## config.mk

```make
export PLATFORM = sky130hd
export DESIGN_NAME = jt10_adpcma_feed_flat
export DESIGN_NICKNAME = d
export VERILOG_FILES = /design/src/rtl/jt10_adpcma_feed_if.sv /design/src/rtl/jt10_adpcma_feed.sv /design/src/flat_wrapper.sv
export SDC_FILE = /design/constraint.sdc
export NUM_CORES = 1
export LEC_CHECK = 0
export ABC_AREA = 1
export BUFFER_PORTS_ARGS = -buffer_cell sky130_fd_sc_hd__buf_2
export CAP_MARGIN = 5
export CORE_MARGIN = 1
export CORE_UTILIZATION = 57
export CTS_CLUSTER_SIZE = 25
export DETAILED_ROUTE_END_ITERATION = 6
export PLACE_DENSITY = 0.73
export SLEW_MARGIN = 20
export SYNTH_ARGS = -nofsm -noshare
export SYNTH_HDL_FRONTEND = slang
export SYNTH_SLANG_ARGS = --single-unit
```

## constraint.sdc

```tcl
create_clock -name clk -period 3.4 [get_ports clk]
set_clock_uncertainty 0.1 [all_clocks]
set_input_delay 0.68 -clock clk [delete_from_list [all_inputs] [get_ports clk]]
set_output_delay 0.68 -clock clk [all_outputs]
set_load 0.02 [all_outputs]
```

## src/rtl/jt10_adpcma_feed_if.sv

```systemverilog
// ROM fetch handshake between the ADPCM-A nibble feeder (master) and sample ROM (slave).
// rom_cs is held with a stable rom_addr until rom_ok; rom_data is valid alongside rom_ok.
interface jt10_adpcma_feed_if #(
    parameter int AW = 24
);
    logic [AW-1:0] rom_addr;
    logic          rom_cs;
    logic [7:0]    rom_data;
    logic          rom_ok;

    modport master (output rom_addr, output rom_cs, input rom_data, input rom_ok);
    modport slave  (input rom_addr, input rom_cs, output rom_data, output rom_ok);
endinterface

```

## src/rtl/jt10_adpcma_feed.sv

```systemverilog
// ADPCM-A nibble feeder: one-byte buffer per channel refilled from ROM, nibbles out high-first per slot.
// Slot outputs are registered on cen; a starved slot emits chon=0 and sets underrun instead of stalling.
module jt10_adpcma_feed #(
    parameter int AW = 24,
    parameter int CH = 6
) (
    input  logic               rst_n,
    input  logic               clk,
    input  logic               cen,
    input  logic [2:0]         wr_ch,
    input  logic               wr_start,
    input  logic               wr_end,
    input  logic [15:0]        din,
    input  logic [CH-1:0]      kon,
    input  logic [CH-1:0]      kof,
    jt10_adpcma_feed_if.master rom,
    output logic [2:0]         slot,
    output logic [3:0]         data,
    output logic               chon,
    output logic               clr,
    output logic [CH-1:0]      flag,
    output logic [CH-1:0]      underrun
);
    localparam logic [0:0] ST_IDLE = 1'b0;
    localparam logic [0:0] ST_WAIT = 1'b1;
    localparam int         HW      = AW - 8;

    logic [HW-1:0] start_r [CH];
    logic [HW-1:0] end_r   [CH];
    logic [AW-1:0] addr    [CH];
    logic [7:0]    bdat    [CH];
    logic [CH-1:0] on;
    logic [CH-1:0] bvalid;
    logic [CH-1:0] phase;
    logic [CH-1:0] pend_clr;
    logic [0:0]    st;
    logic [2:0]    cur;
    logic [2:0]    last;
    logic          stale;

    logic [CH-1:0] want;
    logic          pick_vld;
    logic [2:0]    pick;
    logic [2:0]    idx;
    logic [2:0]    ns;

    assign want = on & ~bvalid;
    assign ns   = (slot == 3'(CH - 1)) ? 3'd0 : slot + 3'd1;

    // Scan from the channel after the last one served; the nearest candidate is written last and wins.
    always_comb begin
        pick_vld = 1'b0;
        pick     = '0;
        idx      = '0;
        for (int i = CH; i >= 1; i--) begin
            idx = 3'((int'(last) + i) % CH);
            if (want[idx]) begin
                pick_vld = 1'b1;
                pick     = idx;
            end
        end
    end

    always_ff @(posedge clk or negedge rst_n) begin
        if (!rst_n) begin
            for (int i = 0; i < CH; i++) begin
                start_r[i] <= '0;
                end_r[i]   <= '0;
                addr[i]    <= '0;
                bdat[i]    <= '0;
            end
            on           <= '0;
            bvalid       <= '0;
            phase        <= '0;
            pend_clr     <= '0;
            st           <= ST_IDLE;
            cur          <= '0;
            last         <= 3'(CH - 1);
            stale        <= 1'b0;
            rom.rom_addr <= '0;
            rom.rom_cs   <= 1'b0;
            slot         <= '0;
            data         <= '0;
            chon         <= 1'b0;
            clr          <= 1'b0;
            flag         <= '0;
            underrun     <= '0;
        end else begin
            if (wr_start && ({1'b0, wr_ch} < 4'(CH))) start_r[wr_ch] <= din[HW-1:0];
            if (wr_end   && ({1'b0, wr_ch} < 4'(CH))) end_r[wr_ch]   <= din[HW-1:0];

            if (st == ST_IDLE) begin
                if (pick_vld) begin
                    rom.rom_addr <= addr[pick];
                    rom.rom_cs   <= 1'b1;
                    cur          <= pick;
                    last         <= pick;
                    stale        <= kon[pick] | kof[pick];
                    st           <= ST_WAIT;
                end
            end else begin
                // A key event while in flight means the byte belongs to a stale address.
                if (kon[cur] | kof[cur]) stale <= 1'b1;
                if (rom.rom_ok) begin
                    if (!stale && !kon[cur] && !kof[cur]) begin
                        bdat[cur]   <= rom.rom_data;
                        bvalid[cur] <= 1'b1;
                    end
                    rom.rom_cs <= 1'b0;
                    st         <= ST_IDLE;
                end
            end

            if (cen) begin
                slot <= ns;
                chon <= 1'b0;
                data <= '0;
                clr  <= 1'b0;
                if (pend_clr[ns]) begin
                    clr          <= 1'b1;
                    pend_clr[ns] <= 1'b0;
                end else if (on[ns] && bvalid[ns]) begin
                    chon      <= 1'b1;
                    data      <= phase[ns] ? bdat[ns][3:0] : bdat[ns][7:4];
                    phase[ns] <= ~phase[ns];
                    if (phase[ns]) begin
                        bvalid[ns] <= 1'b0;
                        if (addr[ns][7:0] == 8'hFF && addr[ns][AW-1:8] == end_r[ns]) begin
                            on[ns]   <= 1'b0;
                            flag[ns] <= 1'b1;
                        end else begin
                            addr[ns] <= addr[ns] + AW'(1);
                        end
                    end
                end else if (on[ns]) begin
                    underrun[ns] <= 1'b1;
                end
            end

            // Key events come last so they override any slot or fetch update of the same cycle.
            for (int i = 0; i < CH; i++) begin
                if (kon[i]) begin
                    addr[i]     <= {start_r[i], 8'h00};
                    bvalid[i]   <= 1'b0;
                    phase[i]    <= 1'b0;
                    on[i]       <= 1'b1;
                    pend_clr[i] <= 1'b1;
                    flag[i]     <= 1'b0;
                    underrun[i] <= 1'b0;
                end else if (kof[i]) begin
                    on[i] <= 1'b0;
                end
            end
        end
    end
endmodule

```

## src/flat_wrapper.sv

```systemverilog
// flat-port wrapper written by rule: the top's interface ports become plain ports
module jt10_adpcma_feed_flat 
#(
    parameter int AW = 24,
    parameter int CH = 6
)
  (rst_n, clk, cen, wr_ch, wr_start, wr_end, din, kon, kof, slot, data, chon, clr, flag, underrun, rom_rom_addr, rom_rom_cs, rom_rom_data, rom_rom_ok);
  jt10_adpcma_feed_if #(.AW(AW)) rom_i ();
  input  logic rst_n;
  input  logic clk;
  input  logic cen;
  input  logic [2:0] wr_ch;
  input  logic wr_start;
  input  logic wr_end;
  input  logic [15:0] din;
  input  logic [CH-1:0] kon;
  input  logic [CH-1:0] kof;
  output logic [2:0] slot;
  output logic [3:0] data;
  output logic chon;
  output logic clr;
  output logic [CH-1:0] flag;
  output logic [CH-1:0] underrun;
  output wire logic [$bits(rom_i.rom_addr)-1:0] rom_rom_addr;
  output wire logic [$bits(rom_i.rom_cs)-1:0] rom_rom_cs;
  input wire logic [$bits(rom_i.rom_data)-1:0] rom_rom_data;
  input wire logic [$bits(rom_i.rom_ok)-1:0] rom_rom_ok;
  assign rom_rom_addr = rom_i.rom_addr;
  assign rom_rom_cs = rom_i.rom_cs;
  assign rom_i.rom_data = rom_rom_data;
  assign rom_i.rom_ok = rom_rom_ok;
  jt10_adpcma_feed #(.AW(AW), .CH(CH)) u_core (.rst_n(rst_n), .clk(clk), .cen(cen), .wr_ch(wr_ch), .wr_start(wr_start), .wr_end(wr_end), .din(din), .kon(kon), .kof(kof), .rom(rom_i), .slot(slot), .data(data), .chon(chon), .clr(clr), .flag(flag), .underrun(underrun));
endmodule
```

Word-level counts from Yosys, hierarchy flattened --
Cells that the tools add are included.
Storage, ports and cells: logic and storage cells 421, output and inout port bits 46, bits in registers 462
Operators by class: bitwise gates (word level) 17, div/mod/pow operators 6, muxes and demuxes 162, $add $sub $neg 8, equal/unequal tests 29, magnitude comparators 19, reduce and logical (&&, ||, !) cells 115
Operators with widths (count):
- 144-bit two-way mux | 5
- 24-bit two-way mux | 11
- 96-bit bitwise mux | 2
- 32-bit by 4-bit remainder unit with 32-bit output, second input constant | 6
- 6-bit two-way mux | 26
- 24-bit binary-select mux with 3-bit select | 2
- 144-bit bitwise mux | 1
- 5-bit AND reduction | 18
- 1-bit two-way mux | 76
- 2-bit nonzero test | 37
- 24-bit demux with 3-bit select | 1
- 3-bit nonzero test | 24
- 16-bit binary-select mux with 3-bit select | 1
- 48-bit bitwise mux | 1
- 16-bit demux with 3-bit select | 1
- 16-bit two-way mux | 3
- 1-bit binary-select mux with 3-bit select | 14
- 2-bit inequality test, second input constant | 20
- 3-bit by 4-bit less-than comparator with 1-bit output, second input constant | 9
- 24-bit by 1-bit adder with 24-bit output, second input constant | 1
- 6-bit bitwise AND | 4
- 8-bit binary-select mux with 3-bit select | 1
- 8-bit demux with 3-bit select | 1
- 8-bit two-way mux | 3
- other kinds (26) | 88

Longest topological paths before layout --
Gate-level depths: netlist of the first run.
depth in word-level cells 15, mapped depth 29, depth with buffers taken out 27

Worst setup path before layout of the first run --
Ideal clock, no wire load.
path kind register -> register, start point register u_core.last[1], end point register u_core.rom.rom_addr[21], data required time 3181 ps, data arrival time 3393 ps, period minus slack after synthesis 3612 ps, setup slack -212 ps, cell stages (with the launch flop) 24, cells stage by stage dfrtp_1 > clkinv_1 > ha_1 > a21oi_1 > inv_1 > ha_1 > nor2_1 > nand3_1 > nand2_1 > nand3_1 > nand2_1 > nand2_1 > nand3_1 > nand2_1 > nor2_1 > nand2_1 > nand3_2 > nand2_1 > buf_4 > buf_2 > o21ai_0 > nor2_1 > a21oi_1 > nand2_1
Between the ends: word-level cells in the longest chain between the ends 14
Ends and longest elaborated chain:
- from (decl) | RTL line jt10_adpcma_feed.sv:38 | logic [2:0] last;
- from (signal assigned) | RTL line jt10_adpcma_feed.sv:78 | last <= 3'(CH - 1);
- from (signal assigned) | RTL line jt10_adpcma_feed.sv:97 | last <= pick;
- 3-bit by 3-bit adder with 4-bit output | RTL line jt10_adpcma_feed.sv:56 | idx = 3'((int'(last) + i) % CH);
- 32-bit by 4-bit remainder unit with 32-bit output | RTL line jt10_adpcma_feed.sv:56
- 1-bit binary-select mux with 3-bit select | RTL line jt10_adpcma_feed.sv:57 | if (want[idx]) begin
- 1-bit two-way mux (not written as such) | RTL line jt10_adpcma_feed.sv:57
- 3-bit two-way mux (6 in series) | RTL line jt10_adpcma_feed.sv:57
- 3-bit NOT with 4-bit output (not written as such) | RTL line jt10_adpcma_feed.sv:94 | rom.rom_addr <= addr[pick];
- 24-bit binary-select mux with 3-bit select | RTL line jt10_adpcma_feed.sv:94
- 24-bit two-way mux (not written as such) (2 in series) | RTL line jt10_adpcma_feed.sv:94
- to (signal assigned) | RTL line jt10_adpcma_feed.sv:94
- to (decl) | RTL line jt10_adpcma_feed_if.sv:11 | modport master (output rom_addr, output rom_cs, input rom_data, input rom_ok);
Several ways; a longest one is shown, not always the timed one. The select of a mux whose other input is x is not followed. A chain may end at the register's enable or synchronous reset.

Worst setup path after layout of the first run --
start point register u_core.last[0], end point register u_core.rom.rom_addr[6]
The elaborated chain is that of the path after synthesis.

==> impl_metrics.toml, run 1 <==
[layout]
finish.net_count = 3687
postLayoutCoreUtil_pct = 74.9
nFillCells = 3170
area_growth_pct = 28.4
layout-drive-gt1-share_pct = 21.8

[yosys]
ys_warn_count = 0
synthesis.nets = 3387
synth_seq_cells = 461
syn_inst = 3327
ys_types = 50
yosys.area.top_type = "dfrtp_1"
synth_area_um2 = 24600
async_flop_share_pct = 100
synth_common_cells = "1161 x nand2_1, 459 x dfrtp_1, 393 x nand3_1, 359 x o21ai_0, 214 x nor2_1"
seq_area_frac_synth_pct = 46.9
netlist.area_leader.share_pct = 46.7
synth_area_leaders = "dfrtp_1 47%, nand2_1 18%, nand3_1 8.0%"
syn_area_per_cell_um2 = 7.40
synthFlopType = "dfrtp_1"
synth_edf_count = 0
synth_most_common_cell = "nand2_1"

[pwr]
seqPwrFrac_pct = 19.7
sw_frac_of_total_pct = 47.1
p_clk_share_pct = 15.6
powerDensity_nw_per_um2 = 1200
ir_drop_uv = 3800
leakage_uw = 0.0159
p_switching_uw = 17900
pwr-share-comb_pct = 64.7
p_int_uw = 20100

[floorplanning]
core.rowCount = 75
die_w_um = 210
die-height_um = 210
core_region_area_um2 = 42200
io_pins = 91
dieArea_um2 = 44000
initial_core_util_pct = 58.3

[clock_tree]
htree_levels = 2
clk_path_buf_depth = 3
clock-sinks = 461
hold_buffers = 0
cts_tree = "built"
clk_pin_slew_worst_paths_ps = 60
root_buffer = "clkbuf_16"
cts_buffers = 49
clk_latency_ps = 620

[worst_setup_path]
critPathKind = "register to register"
cpMostUsedCell = "nand2_4"
cp.depth = 25
worst_ep_required_time_ps = 3800
crit_buf_inv = 6
startpoint_type = "register"
worstPathArrival_ps = 4000
endpoint_kind = "register"
crit_slowest_cell = "dfstp_2"
worstRegToRegCells = 25
crit_fanout = 7
crit_family = "simple AND/OR/NAND/NOR gates"
max_stage_delay_ps = 600

[sta]
maxSlewViolCount = 0
fmax_mhz = 278
setup_ws_ps = -198
slew_headroom_pct = 20.4
worstMarginPinSlew_ps = 1190
finalHoldViolations = 0
fin_crit_ps = 3600
fin_crit_sh_pct = 106
setup_viol = 34
fin_tns_setup_ps = -3920
rsz0062_at_grt = "yes"

[place]
dpl.hpwl_um = 65700
io_buffers = 90
gp_congestion = 1.05

[detailed_routing]
ant_nets = 0
detail_route.first_pass.iterations = 7
drc = 20
viasPerCell = 6.31
wl_um = 102000
vias = 26600
drt_iter0_markers = 3916
wl_per_cell_um = 24.2

[grt]
grtUsageTotal_pct = 44.6
grt_pass1_wl_um = 148000
grt_max_degree = 91
grt_overflow = 0
grt_pass1_vias = 25000
antenna_found_initial = 1

[worst_hold_path]
hold_class = "input port to async pin"

[run]
drv_cap = 0

[run_status]
status = "complete, but fails checks"
failed_checks = "design-rule violations, negative setup slack"
[flip-flops by register name, summed over array words and instances, names as in the netlist]
name	count
u_core.last	3
u_core.slot	3
u_core.stale	1
u_core.clr	1
u_core.chon	1
u_core.rom.rom_cs	1
u_core.cur	2
u_core.flag	6
u_core.rom.rom_addr	24
u_core.start_r	96
u_core.addr	144
u_core.data	4
u_core.on	6
u_core.end_r	96
u_core.underrun	6
u_core.st	1
u_core.pend_clr	6
u_core.bdat	48
u_core.phase	6
u_core.bvalid	6
[worst register-to-register path, delay by kind of cell (launching register included)]
kind / cells / cell delay (ps)
flops: 1 / 600
simple gates: 15 / 1380
buf+inv: 6 / 890
compound gates: 2 / 170
fa+ha+maj: 2 / 380
[routing by layer]
metal | vias to the layer above | wire length (µm) | GRT usage, %
met5 | - | 0 | 0
met2 | 2032 | 43100 | 65.4
li1 | 11500 | - | -
met3 | 510 | 14000 | 13.6
met1 | 12500 | 37700 | 58.9
met4 | 0 | 7030 | 24.8
[cell families after synthesis]
group | share of synthesized area (%)
AOI/OAI and AO/OA | 11.6
xor gates and xnor gates | 0.996
adders and majority gates | 0.762
buffers and inverters | 6.81
DFF | 46.9
muxes | 0.651
and+or+nand+nor | 32.3
[final timing paths]
check / endpoint / slack (ps) / startpoint
max: u_core.rom.rom_addr[6]$_DFFE_PN0P_ / -200 / u_core.last[0]$_DFFE_PN1P_
min: u_core.data[0]$_DFFE_PN0P_ / 60 / rst_n
max reg2reg: u_core.rom.rom_addr[6]$_DFFE_PN0P_ / -200 / u_core.last[0]$_DFFE_PN1P_
min reg2reg: u_core.end_r[68]$_DFFE_PN0P_ / 380 / u_core.end_r[68]$_DFFE_PN0P_
max in group asynchronous: u_core.start_r[81]$_DFFE_PN0P_ / 2240 / rst_n
min in group clk: u_core.st$_DFF_PN0_ / 180 / rom_rom_ok
[area by class of cell]
class                   instances  area (µm²)  share of cell area [%]
multi-input cells            2464       12500                    39.6
flip-flops and latches        461       11500                    36.5
repair buffers                446        4290                    13.6
clock buffers                  72        1420                    4.50
inverters                     205         816                    2.58
well taps                     539         674                    2.13
clock inverters                19         343                    1.08
diodes                          1        2.50                 0.00792
[cells in the final DEF (no fill, tap or decap), types with 7 or more instances in the layout]
cell / instances
nor2_2: 17
nand3_4: 14
inv_2: 13
o21ai_2: 8
dfrtp_1: 457
nand4_1: 21
nand2_2: 44
buf_2: 89
buf_6: 24
nand2_1: 1095
o221ai_1: 11
nor2_4: 11
ha_4: 7
buf_12: 41
o211ai_1: 16
buf_16: 13
o22ai_1: 14
buf_8: 12
mux2i_1: 15
nand3b_1: 18
o2111ai_1: 9
clkbuf_16: 61
a21oi_2: 21
or2_2: 33
nand2_4: 33
clkinv_2: 7
clkbuf_8: 11
nand3_2: 20
buf_4: 255
nand3_1: 365
o21ai_0: 336
a21oi_1: 45
clkbuf_1: 12
bufinv_16: 9
inv_1: 180
nor2_1: 192
o21ai_1: 23
o2111ai_2: 13
xor2_1: 16
[power groups by stage]
stage | Clock (µW) | Combinational, µW | Sequential (µW)
6_report | 5930 | 24600 | 7500
4_1_cts | 5930 | 20000 | 7410
3_5_place_dp | 0 | 16700 | 7480
3_3_place_gp | 0 | 16400 | 7450
5_1_grt | 6130 | 25700 | 7580
2_1_floorplan | 0 | 9590 | 7480
[per-stage QoR]
| step | worst slack (ps) | hold slack (ps) | total power [µW] | area [µm²] | cells |
|---|---|---|---|---|---|
| after global placement | -285 | 362 | 23900 | 27200 | 4031 |
| after CTS | 0.0564 | 74.6 | 33300 | 29800 | 4152 |
| after floorplan | 5.56 | 284 | 17100 | 24600 | 3327 |
| after global routing | -303 | 112 | 39400 | 31600 | 4206 |
| final | -198 | 64.0 | 38000 | 31600 | 4207 |
| after detailed placement | -226 | 368 | 24200 | 27200 | 4031 |
[what timing repair did]
item | in CTS | in global routing
gates cloned | 10 | 14
pin swaps | 31 | 85
resized for setup | 86 | 303
setup endpoints to repair | 171 | 177
setup buffers | 20 | 47
Note: power is estimated with default switching activity, not from simulation.
==> inputs of run 2 (changes only) <==
--- a/config.mk
+++ b/config.mk
@@ -13,6 +13,7 @@
 export CTS_CLUSTER_SIZE = 25
 export DETAILED_ROUTE_END_ITERATION = 6
 export PLACE_DENSITY = 0.73
+export REMOVE_ABC_BUFFERS = 1
 export SLEW_MARGIN = 20
 export SYNTH_ARGS = -nofsm -noshare
 export SYNTH_HDL_FRONTEND = slang
==> run 2 against run 1 <==
Compared with the run above:
- sequential cell count unchanged
- sequential share of layout area up 0.48 points
- worst hold slack worse by 87 ps
- core utilization down 0.99 points
- the flow finishes with violations (negative hold slack, negative setup slack)
- routed wire length down 2.4%
- clock power down 7.1%
- power up 3.1%
- largest power group unchanged
- first-iteration DRC count down 13%
- combinational power up 7%
==> impl_metrics.toml, run 2 (synthesized netlist as in run 1, its figures left out) <==
[worst_setup_path]
critPathKind = "register to register"
crit_slowest_cell = "dfstp_2"
max_stage_delay_ps = 560
endpoint_kind = "register"
startpoint_type = "register"
worstPathArrival_ps = 3830
crit_fanout = 7
worst_ep_required_time_ps = 3790
worstRegToRegCells = 25
crit_end = "u_core.stale$_DFFE_PN0P_"
rr_startpoint = "u_core.last[0]$_DFFE_PN1P_"
r2r_setup_slack_ps = -50
r2r_end = "u_core.stale$_DFFE_PN0P_"
cpMostUsedCell = "nand2_4"
crit_start = "u_core.last[0]$_DFFE_PN1P_"

[grt]
grt_overflow = 0
antenna_found_initial = 1
use_met2_pct = 66.6
globalRoute.busiestLayer = "met2"
grtUsageTotal_pct = 42.2
grt_max_degree = 85
grtUsageMet1_pct = 55.8
grt_pass1_wl_um = 141000
grt_pass1_vias = 24500
gr-usage-met3_pct = 8.42

[detailed_routing]
vias = 26100
drt_iter0_markers = 3398
wl_per_cell_um = 23.7
viasPerCell = 6.24
wl_um = 99400
drc = 0
detail_route.first_pass.iterations = 6
ant_nets = 0

[clock_tree]
clk_latency_ps = 620
clock-sinks = 461
clk_pin_slew_worst_paths_ps = 60
root_buffer = "clkbuf_16"
cts_tree = "built"
hold_buffers = 0
clk_path_buf_depth = 3
cts_buffers = 48
htree_levels = 2

[sta]
fin_crit_sh_pct = 101
worstMarginPinSlew_ps = 1020
setup_viol = 11
maxSlewViolCount = 0
finalHoldViolations = 18
slew_headroom_pct = 31.5
setup_ws_ps = -46.5
fin_crit_ps = 3450
holdWs_ps = -22.7
fmax_mhz = 290
rsz0062_at_grt = "yes"

[run]
drv_cap = 0

[layout]
nFillCells = 3204
max_flop_register = "u_core.addr"
layout-drive-gt1-share_pct = 21.8
final_cells = 4193
mostFrequentLayoutCells = "1076 x nand2_1, 458 x dfrtp_1, 356 x nand3_1"
largest_reg_flops = 144
finish.net_count = 3676
n_antenna_cell = 0
area_growth_pct = 26.7
final_common_cell = "nand2_1"
top_regs = "u_core.addr: 144 flops, u_core.end_r: 96 flops, u_core.start_r: 96 flops"

[pwr]
powerDensity_nw_per_um2 = 1260
ir_drop_uv = 2100
leakage_uw = 0.0158

[floorplanning]
io_pins = 91
core_region_area_um2 = 42200
die-height_um = 210
initial_core_util_pct = 58.3
dieArea_um2 = 44000
die_w_um = 210
core.rowCount = 75

[place]
dpl.hpwl_um = 64100
io_buffers = 90
gp_congestion = 0.990
dp.cells = 4038

[run_status]
status = "complete, but fails checks"
failed_checks = "negative hold slack, negative setup slack"

[worst_hold_path]
hold_class = "input port to async pin"
## run 2: cell types whose count changed in the layout (fill, tap and decap cells not counted), moves of 7 or more
| cell | change |
|---|---|
| nand2_1 | -19 |
| nand2_2 | +17 |
| nand3_2 | +16 |
| nand3_1 | -9 |
| buf_8 | -8 |
| o2111ai_2 | -8 |
| a21oi_2 | -7 |
| buf_16 | -7 |
| nand3_4 | -7 |
| o2111ai_1 | +7 |
## run 2: per-layer routing
metal,wire [µm],vias up,share of wire [%]
met5,9,-,0.0091
met4,7230,2,7.3
met3,11600,443,12
met2,44100,1787,44
met1,36500,12500,37
li1,-,11400,-
## run 2: how the worst min path moves through the flow
stage                                       from                           end  depth (start not counted)
global route                               rst_n  u_core.end_r[55]$_DFFE_PN0P_                          1
floorplan                                  rst_n    u_core.addr[0]$_DFFE_PN0P_                          0
global placement    u_core.end_r[95]$_DFFE_PN0P_  u_core.end_r[95]$_DFFE_PN0P_                          2
finish                                     rst_n  u_core.end_r[34]$_DFFE_PN0P_                          1
CTS                                        rst_n  u_core.end_r[48]$_DFFE_PN0P_                          1
detailed placement  u_core.end_r[72]$_DFFE_PN0P_  u_core.end_r[72]$_DFFE_PN0P_                          2
## run 2: repair_timing
action                     CTS  global route
buffers inserted            11            35
setup endpoints to repair  144           175
cloned                       4            21
pin swaps                   23            91
resized for setup           64           270
## run 2: worst max-delay path, delay by kind of cell, from the launching register on
kind / cells / cell delay (ps)
fa+ha+maj: 1 / 210
buf+inv: 6 / 760
simple gates: 17 / 1600
flops: 1 / 560
compound gates: 1 / 70
## run 2: where the power goes
part	internal (µW)	switching, µW	total, µW
clock	3190	2320	5510
combinational	10600	15600	26200
sequential	6650	829	7480
total	20400	18800	39200
## run 2: area by class of cell
cell class                      instances  area (µm²)  area share (%)
Timing Repair Buffer                  436        4110            13.2
Inverter                              205         801            2.57
Sequential cell                       461       11500            37.0
Tap cell                              539         674            2.16
Clock inverter                         19         225           0.722
Clock buffer                           69        1410            4.52
Multi-Input combinational cell       2464       12400            39.9
## run 2: metrics by stage
step	power, µW	setup WS [ps]	util (%)	area [µm²]	TNS (ps)
floorplan	15800	-3350	-	23700	-644650
global route	40500	-223	73.9	31200	-5980
global placement	24300	-189	64.8	27400	-4320
finish	39200	-46.5	73.9	31200	-186
detailed placement	24600	-248	64.8	27400	-6870
CTS	32000	-9.92	69.7	29400	-9.92
